File: src/rtl/sm4_ctrl_if.sv
// sm4_ctrl_if: host-side block handshake (input valid/ready, output valid/ready) for sm4_ctrl.
interface sm4_ctrl_if;
   logic         i_flag;
   logic [127:0] i_din;
   logic         i_din_valid;
   logic         o_din_ready;
   logic [127:0] o_dout;
   logic         o_dout_valid;
   logic         i_dout_ready;
   modport master (output i_flag, i_din, i_din_valid, i_dout_ready,
                   input  o_din_ready, o_dout, o_dout_valid);
   modport slave  (input  i_flag, i_din, i_din_valid, i_dout_ready,
                   output o_din_ready, o_dout, o_dout_valid);
endinterface

File: src/rtl/sm4_ctrl.sv
// sm4_ctrl: sequences one SM4 block through an external round core (IDLE->LOAD->RUN->OUT).
// Optional RUN watchdog with sticky o_err is enabled by defining SM4_CTRL_TIMEOUT_EN.
module sm4_ctrl (
   input  logic         i_clk,
   input  logic         i_rst_n,
   input  logic         i_key_ok,
   sm4_ctrl_if.slave    bus,
   output logic         o_core_flag,
   output logic [127:0] o_core_din,
   output logic         o_core_din_en,
   input  logic [127:0] i_core_dout,
   input  logic         i_core_dout_en,
   output logic         o_busy,
   output logic         o_err
);
   typedef enum logic [1:0] {IDLE, LOAD, RUN, OUT} state_t;
   state_t       state_q, state_d;
   logic [5:0]   cnt_q, cnt_d;
   logic [127:0] din_q, din_d, dout_q, dout_d;
   logic         flag_q, flag_d;
   logic         accept, timeout;

   assign accept = bus.i_din_valid & bus.o_din_ready;

`ifdef SM4_CTRL_TIMEOUT_EN
   logic err_q;
   assign timeout = (state_q == RUN) & ~i_core_dout_en & (cnt_q == 6'd40);
   always_ff @(posedge i_clk or negedge i_rst_n)
      if (!i_rst_n) err_q <= 1'b0;
      else if (timeout) err_q <= 1'b1;
   assign o_err = err_q;
`else
   assign timeout = 1'b0;
   assign o_err   = 1'b0;
`endif

   always_ff @(posedge i_clk or negedge i_rst_n)
      if (!i_rst_n) begin
         state_q <= IDLE;
         cnt_q   <= '0;
         din_q   <= '0;
         flag_q  <= 1'b0;
         dout_q  <= '0;
      end else begin
         state_q <= state_d;
         cnt_q   <= cnt_d;
         din_q   <= din_d;
         flag_q  <= flag_d;
         dout_q  <= dout_d;
      end

   always_comb begin
      state_d = state_q;
      case (state_q)
         IDLE:    state_d = accept ? LOAD : IDLE;
         LOAD:    state_d = RUN;
         RUN:     state_d = i_core_dout_en ? OUT : timeout ? IDLE : RUN;
         OUT:     state_d = bus.i_dout_ready ? IDLE : OUT;
         default: state_d = IDLE;
      endcase
   end

   // Core results are only taken in RUN; strobes in any other state are ignored.
   always_comb begin
      cnt_d  = (state_q == LOAD) ? 6'd0 : (state_q == RUN && cnt_q != 6'd63) ? cnt_q + 6'd1 : cnt_q;
      din_d  = accept ? bus.i_din : din_q;
      flag_d = accept ? bus.i_flag : flag_q;
      dout_d = (state_q == RUN && i_core_dout_en) ? i_core_dout : dout_q;
   end

   always_comb begin
      bus.o_din_ready  = (state_q == IDLE) & i_key_ok;
      bus.o_dout_valid = state_q == OUT;
      bus.o_dout       = dout_q;
      o_core_din_en    = state_q == LOAD;
      o_core_din       = din_q;
      o_core_flag      = flag_q;
      o_busy           = state_q != IDLE;
   end
endmodule

File: src/flat_wrapper.sv
// flat-port wrapper written by rule: the top's interface ports become plain ports
module sm4_ctrl_flat 
  (i_clk, i_rst_n, i_key_ok, o_core_flag, o_core_din, o_core_din_en, i_core_dout, i_core_dout_en, o_busy, o_err, bus_i_flag, bus_i_din, bus_i_din_valid, bus_i_dout_ready, bus_o_din_ready, bus_o_dout, bus_o_dout_valid);
  sm4_ctrl_if bus_i ();
  input  logic i_clk;
  input  logic i_rst_n;
  input  logic i_key_ok;
  output logic o_core_flag;
  output logic [127:0] o_core_din;
  output logic o_core_din_en;
  input  logic [127:0] i_core_dout;
  input  logic i_core_dout_en;
  output logic o_busy;
  output logic o_err;
  input wire logic [$bits(bus_i.i_flag)-1:0] bus_i_flag;
  input wire logic [$bits(bus_i.i_din)-1:0] bus_i_din;
  input wire logic [$bits(bus_i.i_din_valid)-1:0] bus_i_din_valid;
  input wire logic [$bits(bus_i.i_dout_ready)-1:0] bus_i_dout_ready;
  output wire logic [$bits(bus_i.o_din_ready)-1:0] bus_o_din_ready;
  output wire logic [$bits(bus_i.o_dout)-1:0] bus_o_dout;
  output wire logic [$bits(bus_i.o_dout_valid)-1:0] bus_o_dout_valid;
  assign bus_i.i_flag = bus_i_flag;
  assign bus_i.i_din = bus_i_din;
  assign bus_i.i_din_valid = bus_i_din_valid;
  assign bus_i.i_dout_ready = bus_i_dout_ready;
  assign bus_o_din_ready = bus_i.o_din_ready;
  assign bus_o_dout = bus_i.o_dout;
  assign bus_o_dout_valid = bus_i.o_dout_valid;
  sm4_ctrl u_core (.i_clk(i_clk), .i_rst_n(i_rst_n), .i_key_ok(i_key_ok), .bus(bus_i), .o_core_flag(o_core_flag), .o_core_din(o_core_din), .o_core_din_en(o_core_din_en), .i_core_dout(i_core_dout), .i_core_dout_en(i_core_dout_en), .o_busy(o_busy), .o_err(o_err));
endmodule
File: config.mk
export PLATFORM = sky130hd
export DESIGN_NAME = sm4_ctrl_flat
export DESIGN_NICKNAME = d
export VERILOG_FILES = /design/src/rtl/sm4_ctrl_if.sv /design/src/rtl/sm4_ctrl.sv /design/src/flat_wrapper.sv
export SDC_FILE = /design/constraint.sdc
export NUM_CORES = 1
export LEC_CHECK = 0
export CORE_AREA = 2 2 206 208
export CTS_CLUSTER_DIAMETER = 40
export DETAILED_ROUTE_END_ITERATION = 12
export DIE_AREA = 0 0 208 210
export HOLD_SLACK_MARGIN = 0.15
export PLACE_DENSITY = 0.58
export REMOVE_ABC_BUFFERS = 1
export SLEW_MARGIN = 20
export SYNTH_ARGS = -nofsm -noshare
export SYNTH_HDL_FRONTEND = slang
export SYNTH_SLANG_ARGS = --single-unit
File: constraint.sdc
create_clock -name i_clk -period 2.14 [get_ports i_clk]
set_clock_uncertainty 0.05 [all_clocks]
set_input_delay 0.321 -clock i_clk [delete_from_list [all_inputs] [get_ports i_clk]]
set_output_delay 0.321 -clock i_clk [all_outputs]
set_load 0.005 [all_outputs]
# Word level (Yosys, flattened, before mapping)
# Index checks and enable logic that the tools add are counted.
[totals] reg_bits=259 in_bits=263 out_inout_bits=262
[op_classes] n_eq_ne=3 muxes=4 bitwise_logic=2 reduce_logical=3
[ops] op="2-bit case mux with 4 select lines" count=1
[ops] op="2-bit equality test (second input constant)" count=2
[ops] op="1-bit bitwise AND" count=2
[ops] op="2-bit by 1-bit equality test with 1-bit output (second input constant)" count=1
[ops] op="2-bit logical NOT" count=1
[ops] op="1-bit 2-to-1 mux" count=2
[ops] op="2-bit 2-to-1 mux" count=1
[ops] op="2-bit nonzero test" count=1
[ops] op="1-bit logical AND" count=1

# Longest topological paths before layout
# Gate-level depths: netlist of run 1.
[depth] depth_word=5 ltp_mapped=4

# Worst setup path after synthesis of run 1
# Ideal clock, no wire load.
[synth_path] path_type="register -> register" startpoint="reg u_core.state_q[1]" endpoint="reg u_core.din_q[100] (netlist: u_core.o_core_din[100])" setup_time_ns=0.125 t_arrival_ns=1.371 t_required_ns=1.965 setup_slack_ns=0.594 path_stages_with_launch=5 n_path_buf=2 path_cell_list="dfrtp_1 -> and4bb_4 -> buf_12 -> buf_12 -> mux2_4"
[synth_between] elab_chain_len=3
[synth_rtl] element="start, declared" line_no="sm4_ctrl.sv:17" source="state_t state_q, state_d;"
[synth_rtl] element="start signal, assigned" line_no="sm4_ctrl.sv:45" source="state_q <= state_d;"
[synth_rtl] element="2-bit logical NOT" line_no="sm4_ctrl.sv:72" source="bus.o_din_ready = (state_q == IDLE) & i_key_ok;"
[synth_rtl] element="1-bit bitwise AND" line_no="sm4_ctrl.sv:72"
[synth_rtl] element="1-bit bitwise AND" line_no="sm4_ctrl.sv:23" source="assign accept = bus.i_din_valid & bus.o_din_ready;"
[synth_rtl] element="end signal, assigned" line_no="sm4_ctrl.sv:47" source="din_q <= din_d;"
[synth_rtl] element="end, declared" line_no="sm4_ctrl.sv:19" source="logic [127:0] din_q, din_d, dout_q, dout_d;"
# No other way between the ends.
# A chain may end at the register's enable or synchronous reset.

# Worst setup path after layout of run 1
[layout_path] startpoint="reg u_core.state_q[1]" endpoint="out o_busy"
[layout_between] elab_chain_len=1
[layout_rtl] element="2-bit nonzero test" line_no="sm4_ctrl.sv:78" source="o_busy = state_q != IDLE;"
[layout_rtl] element="end, declared" line_no="flat_wrapper.sv:13" source="output logic o_busy;"
# No other way between the ends.

==> flow_metrics.env, run 1 <==
export IMPL_status="complete, no violations"
export IMPL_portBuffers=523
export IMPL_drv_cap=0
export IMPL_cts_root_buf="clkbuf_16"
export IMPL_drc=0
export IMPL_grt_max_degree=72
export IMPL_period_minus_slack_ns=2.07
export IMPL_crit_path_max_fanout=5
export IMPL_syn_avg_cell_area_sq_um=18.3
export IMPL_r2r_start="u_core.state_q[1]"
export IMPL_hold_viol_final=0
export IMPL_post_route_cells_drive_above_1_share_pct=32.5
export IMPL_tightestPinTransition_ns=0.648
export IMPL_initial_core_util_pct=24.6
export IMPL_wire_per_inst_microns=18.4
export IMPL_endpoint_kind="output pin"
export IMPL_grt_pass1_wl_microns=48200
export IMPL_worst_r2r_setup_slack_ns=0.29
export IMPL_r2r_end="u_core.o_core_din[3]"
export IMPL_nets=1403
export IMPL_rsz0062_at_grt="false"
export IMPL_clk_path_buf_depth=3
export IMPL_via_count=6950
export IMPL_die_w_microns=208
export IMPL_viasPerCell=4.06
export IMPL_die_y_microns=210
export IMPL_clock_sinks=259
export IMPL_crit_type="reg -> out"
export IMPL_final_core_util_pct=43.0
export IMPL_critPathLaunch="u_core.state_q[1]"
export IMPL_tritoncts="yes"
export IMPL_clk_pin_slew_ns=0.05
export IMPL_ys_warn_count=0
export IMPL_dp_slack_ns=0.0717
export IMPL_ir_drop_v=0.000726
export IMPL_finalWorstSetupSlack_ns=0.0655
export IMPL_antennaDiodeCount=0
export IMPL_hold_ws_ns=0.338
export IMPL_netlist_area_sq_um=10200
export IMPL_max_slew_margin_pct=56.8
export IMPL_drtIter0Drc=217
export IMPL_crit_arrival_ns=1.70
export IMPL_max_freq_mhz=482
export IMPL_endpoint="o_busy"
export IMPL_post_route_period_util_pct=96.9
export IMPL_hold_path_class="in -> async"
export IMPL_ys_ff_latch=259
export IMPL_slew_viol_final=0
export IMPL_numCtsBuffers=44
export IMPL_design_power_total_mw=26.7
export IMPL_power_static_leakage_nw=7.53
export IMPL_ios=525
export IMPL_cp_required_ns=1.77
export IMPL_gr_usage_all_layers_pct=14.2
export IMPL_syn2layout_area_growth_pct=74.8
export IMPL_insertion_delay_ns=0.53
export IMPL_row_count=75
export IMPL_synthCells=557
export IMPL_totalWireLength_microns=31400
export IMPL_synth_distinct_cells=18
export IMPL_ff2ff_path_depth=5
export IMPL_setup_violations=0
export IMPL_grt_pass1_vias=7926
export IMPL_cts_max_level=2
export IMPL_drtPass1Iterations=4
export IMPL_place_congestion=0.787
export IMPL_power_density_nw_per_um2=1500
export IMPL_antenna_found_initial=0
export IMPL_coreArea_sq_um=41500
export IMPL_dieArea_sq_um=43700
export IMPL_dp_hpwl_microns=23700
export IMPL_startpoint_type="register"
export IMPL_overflow=0
export IMPL_ant_nets=0
export IMPL_ys_seq_area_share_pct=63.6
## registers in the layout, summed over array words and instances, names as in the netlist
signal              count
u_core.bus.o_dout     128
u_core.o_core_din     128
u_core.state_q          2
u_core.o_core_flag      1
## Yosys cell counts (all sizes together)
library cell  count  share of area [%]
dfrtp           259                 64
and4bb            1               0.16
nand2             1              0.037
nor2              1              0.037
inv               1              0.037
and2b             1              0.074
o211ai            1              0.074
nand3b            2               0.15
conb              1              0.037
buf              29                3.5
a21oi             1              0.049
mux2            257                 32
and2              2               0.12
## worst min-delay path by stage
stage / depth (start not counted) / endpoint
floorplan: 0 / u_core.bus.o_dout[0]
global placement: 1 / u_core.o_core_din[34]
detailed placement: 1 / u_core.o_core_din[100]
CTS: 2 / u_core.o_core_din[82]
global route: 2 / u_core.o_core_din[82]
finish: 2 / u_core.o_core_din[78]
## logic make-up after synthesis
| group | share of synthesized area [%] |
|---|---|
| AO/OA/AOI/OAI | 0.123 |
| other | 0.0368 |
| AND/OR/NAND/NOR | 0.577 |
| multiplexers | 32.1 |
| flip-flops | 63.6 |
| buffers and inverters | 3.56 |
## worst max-delay path, stage by stage (launching register included)
cell and delay [ns]:
dfrtp_1 0.42, nor2_2 0.06, buf_4 0.13, inv_1 0.07, clkdlybuf4s50_1 0.50
## metrics by stage
step           instance area [sq um]  std cells  setup TNS (ns)
3_5_place_dp                   16200       1629               0
4_1_cts                        17800       1712               0
5_1_grt                        17800       1712               0
6_report                       17800       1712               0
3_3_place_gp                   16200       1629               0
2_1_floorplan                   9830        528         -404.73
## repair_timing
action,in CTS,in global routing
hold buffers,1,0
resized for setup,2,1
endpoints found under the hold margin,60,0
pin swaps,1,1
gates cloned,0,0
endpoints found under the setup margin,1,2
setup buffers,3,0
## cell usage in the layout, fill, tap and decap left out, types with 7 or more instances in the layout
cell | synthesis | layout
clkdlybuf4s50_1 | 0 | 521
dfrtp_1 | 259 | 259
mux2_2 | 156 | 156
mux2_4 | 101 | 101
clkbuf_16 | 0 | 45
buf_4 | 13 | 30
buf_12 | 11 | 12
clkbuf_8 | 0 | 8
bufinv_16 | 0 | 7
clkinvlp_4 | 0 | 7
## power breakdown
group / total, mW / switching, mW / internal [mW]
clock: 7.46 / 2.49 / 4.97
combinational: 10.5 / 3.00 / 7.48
sequential: 8.77 / 1.37 / 7.40
total: 26.7 / 6.86 / 19.9
## layout make-up
type	instances	area, sq um
flip-flops and latches	259	6480
well taps	539	674
fillers	3821	23700
multi-input cells	268	3350
inverters	1	3.75
repair buffers	566	5720
clock buffers	54	1240
clock inverters	25	348
## metal layers
metal | GRT usage, % | share of wire, %
met1 | 16.4 | 39
met2 | 24.7 | 51
met3 | 4.44 | 7.5
met4 | 5.55 | 2.5
met5 | 0 | 0
(Power assumes the default switching activity.)
==> run 2: changes to the inputs <==
- REMOVE_ABC_BUFFERS: 1 -> not set
==> run 2 against run 1 <==
Against the previous run: die area stayed put; critical path depth down 2; fmax increased by 1.4%; critical endpoint is now o_core_din_en; clock-buffer cell count up 7; clock power down 7.4%; via count fell by 0.32%; design area decreased by 0.57%; sequential cell count unchanged; core utilization shrank 0.24 points; worst setup slack improved by 0.028 ns; register-to-register slack lost 0.04 ns; sequential share of layout area increased by 0.22 points.
==> flow_metrics.env, run 2 (synthesis results as in run 1) <==
export IMPL_status="complete, no violations"
export IMPL_portBuffers=523
export IMPL_switchingPower_mw=6.77
export IMPL_cp_required_ns=1.77
export IMPL_grt_max_degree=61
export IMPL_nFillCells=3804
export IMPL_gr_usage_all_layers_pct=13.7
export IMPL_syn2layout_area_growth_pct=73.8
export IMPL_register_area_sq_um=6480
export IMPL_max_freq_mhz=489
export IMPL_switching_share_pct=25.9
export IMPL_drc=0
export IMPL_antenna_found_initial=0
export IMPL_overflow=0
export IMPL_worst_r2r_setup_slack_ns=0.25
export IMPL_die_w_microns=208
export IMPL_final_common_cell="clkdlybuf4s50_1"
export IMPL_clk_pin_slew_ns=0.06
export IMPL_max_slew_margin_pct=62.7
export IMPL_syn_nets=820
export IMPL_setup_violations=0
export IMPL_coreArea_sq_um=41500
export IMPL_hold_viol_final=0
export IMPL_endpoint_kind="output pin"
export IMPL_viasPerCell=4.06
export IMPL_ir_drop_v=0.000791
export IMPL_insertion_delay_ns=0.54
export IMPL_tightestPinTransition_ns=0.559
export IMPL_ff2ff_path_depth=5
export IMPL_initial_core_util_pct=24.6
export IMPL_drv_cap=0
export IMPL_drtPass1Iterations=4
export IMPL_cts_max_level=2
export IMPL_die_y_microns=210
export IMPL_startpoint_type="register"
export IMPL_nets=1399
export IMPL_grt_pass1_vias=7625
export IMPL_slew_viol_final=0
export IMPL_wire_per_inst_microns=17.8
export IMPL_dp_hpwl_microns=22900
export IMPL_endpoint="o_core_din_en"
export IMPL_dieArea_sq_um=43700
export IMPL_rsz0062_at_grt="false"
export IMPL_hold_ws_ns=0.271
export IMPL_tritoncts="yes"
export IMPL_numCtsBuffers=44
export IMPL_r2r_start="u_core.state_q[1]"
export IMPL_r2r_end="u_core.o_core_din[83]"
export IMPL_mostFrequentLayoutCells="clkdlybuf4s50_1 (520), dfrtp_1 (257), mux2_2 (156)"
export IMPL_power_share_clock_pct=26.5
export IMPL_crit_arrival_ns=1.68
export IMPL_grt_pass1_wl_microns=46400
export IMPL_drtIter0Drc=223
export IMPL_pwr_share_seq_pct=33.6
export IMPL_hold_path_class="in -> async"
export IMPL_place_congestion=0.768
export IMPL_post_route_cells_drive_above_1_share_pct=31.9
export IMPL_ios=525
export IMPL_finalSetupTns_ns=0
export IMPL_power_static_leakage_nw=7.50
export IMPL_period_minus_slack_ns=2.05
export IMPL_cts_root_buf="clkbuf_16"
export IMPL_clk_path_buf_depth=3
export IMPL_post_route_period_util_pct=95.6
export IMPL_multiInputGateArea_sq_um=3360
export IMPL_clock_sinks=259
export IMPL_ant_nets=0
export IMPL_critPathLaunch="u_core.state_q[1]"
export IMPL_power_density_nw_per_um2=1470
export IMPL_antennaDiodeCount=0
export IMPL_via_count=6928
export IMPL_totalWireLength_microns=30300
export IMPL_p_comb_share_pct=40.0
export IMPL_crit_path_max_fanout=5
export IMPL_internal_power_mw=19.3
export IMPL_row_count=75
export IMPL_crit_type="reg -> out"
run 2: cell count changes in the layout (fill, tap and decap cells not counted), moves of 2 or more:
cell	change
buf_4	-7
bufinv_16	-5
clkbuf_1	+5
buf_12	+3
clkinvlp_4	-5
clkinv_4	-3
inv_6	+4
dfrtp_1	-2
clkbuf_8	+2
dfrtp_2	+2
run 2: how the worst min path moves through the flow:
stage	slack, ns	startpoint	to
finish	0.27	i_rst_n	u_core.o_core_din[66]
global route	0.29	i_rst_n	u_core.o_core_din[66]
CTS	0.27	i_rst_n	u_core.o_core_din[66]
detailed placement	0.28	i_rst_n	u_core.o_core_din[94]
global placement	0.28	i_rst_n	u_core.o_core_din[94]
floorplan	-0.02	i_rst_n	u_core.bus.o_dout[0]
run 2: layout make-up:
cell class	count	share of cell area [%]
Sequential cell	259	36.6
Timing Repair Buffer	562	32.3
Multi-Input combinational cell	268	18.9
Clock buffer	61	7.26
Tap cell	539	3.81
Clock inverter	18	1.05
Inverter	1	0.0212
run 2: stage by stage:
stage | setup WS (ns) | cells | util (%) | power (mW) | instance area, sq um
final | 0.0934 | 1708 | 42.7 | 26.1 | 17700
after global routing | 0.00362 | 1708 | 42.7 | 27.5 | 17700
after CTS | 0.000410 | 1708 | 42.7 | 26.5 | 17700
after detailed placement | 0.0774 | 1626 | 39.1 | 19.3 | 16200
after global placement | 0.0866 | 1626 | 39.1 | 19.2 | 16200
after floorplan | 0.594 | 557 | - | 12.6 | 10200
run 2: power groups by stage:
stage | clock network (mW) | registers, mW | logic, mW
6_report | 6.91 | 8.76 | 10.4
5_1_grt | 7.39 | 9.09 | 11.1
4_1_cts | 7.14 | 8.77 | 10.6
3_5_place_dp | 0 | 8.79 | 10.5
3_3_place_gp | 0 | 8.76 | 10.4
2_1_floorplan | 0 | 8.86 | 3.74
run 2: what timing repair did:
item	4_1_cts	5_1_grt
setup endpoints to repair	1	2
pin swaps	0	1
hold endpoints to repair	222	0
resized for setup	1	5
hold buffers	1	0
setup buffers	2	0
run 2: worst max-delay path: stages, from the launching register on:
cell and delay (ns):
dfrtp_2 0.44, and2b_1 0.20, clkdlybuf4s50_1 0.50
run 2: metal layers:
| metal | share of wire (%) | track usage [%] |
|---|---|---|
| met1 | 40 | 16.2 |
| met2 | 50 | 23.2 |
| met3 | 7.6 | 4.47 |
| met4 | 2.2 | 5.16 |
| met5 | 0 | 0 |
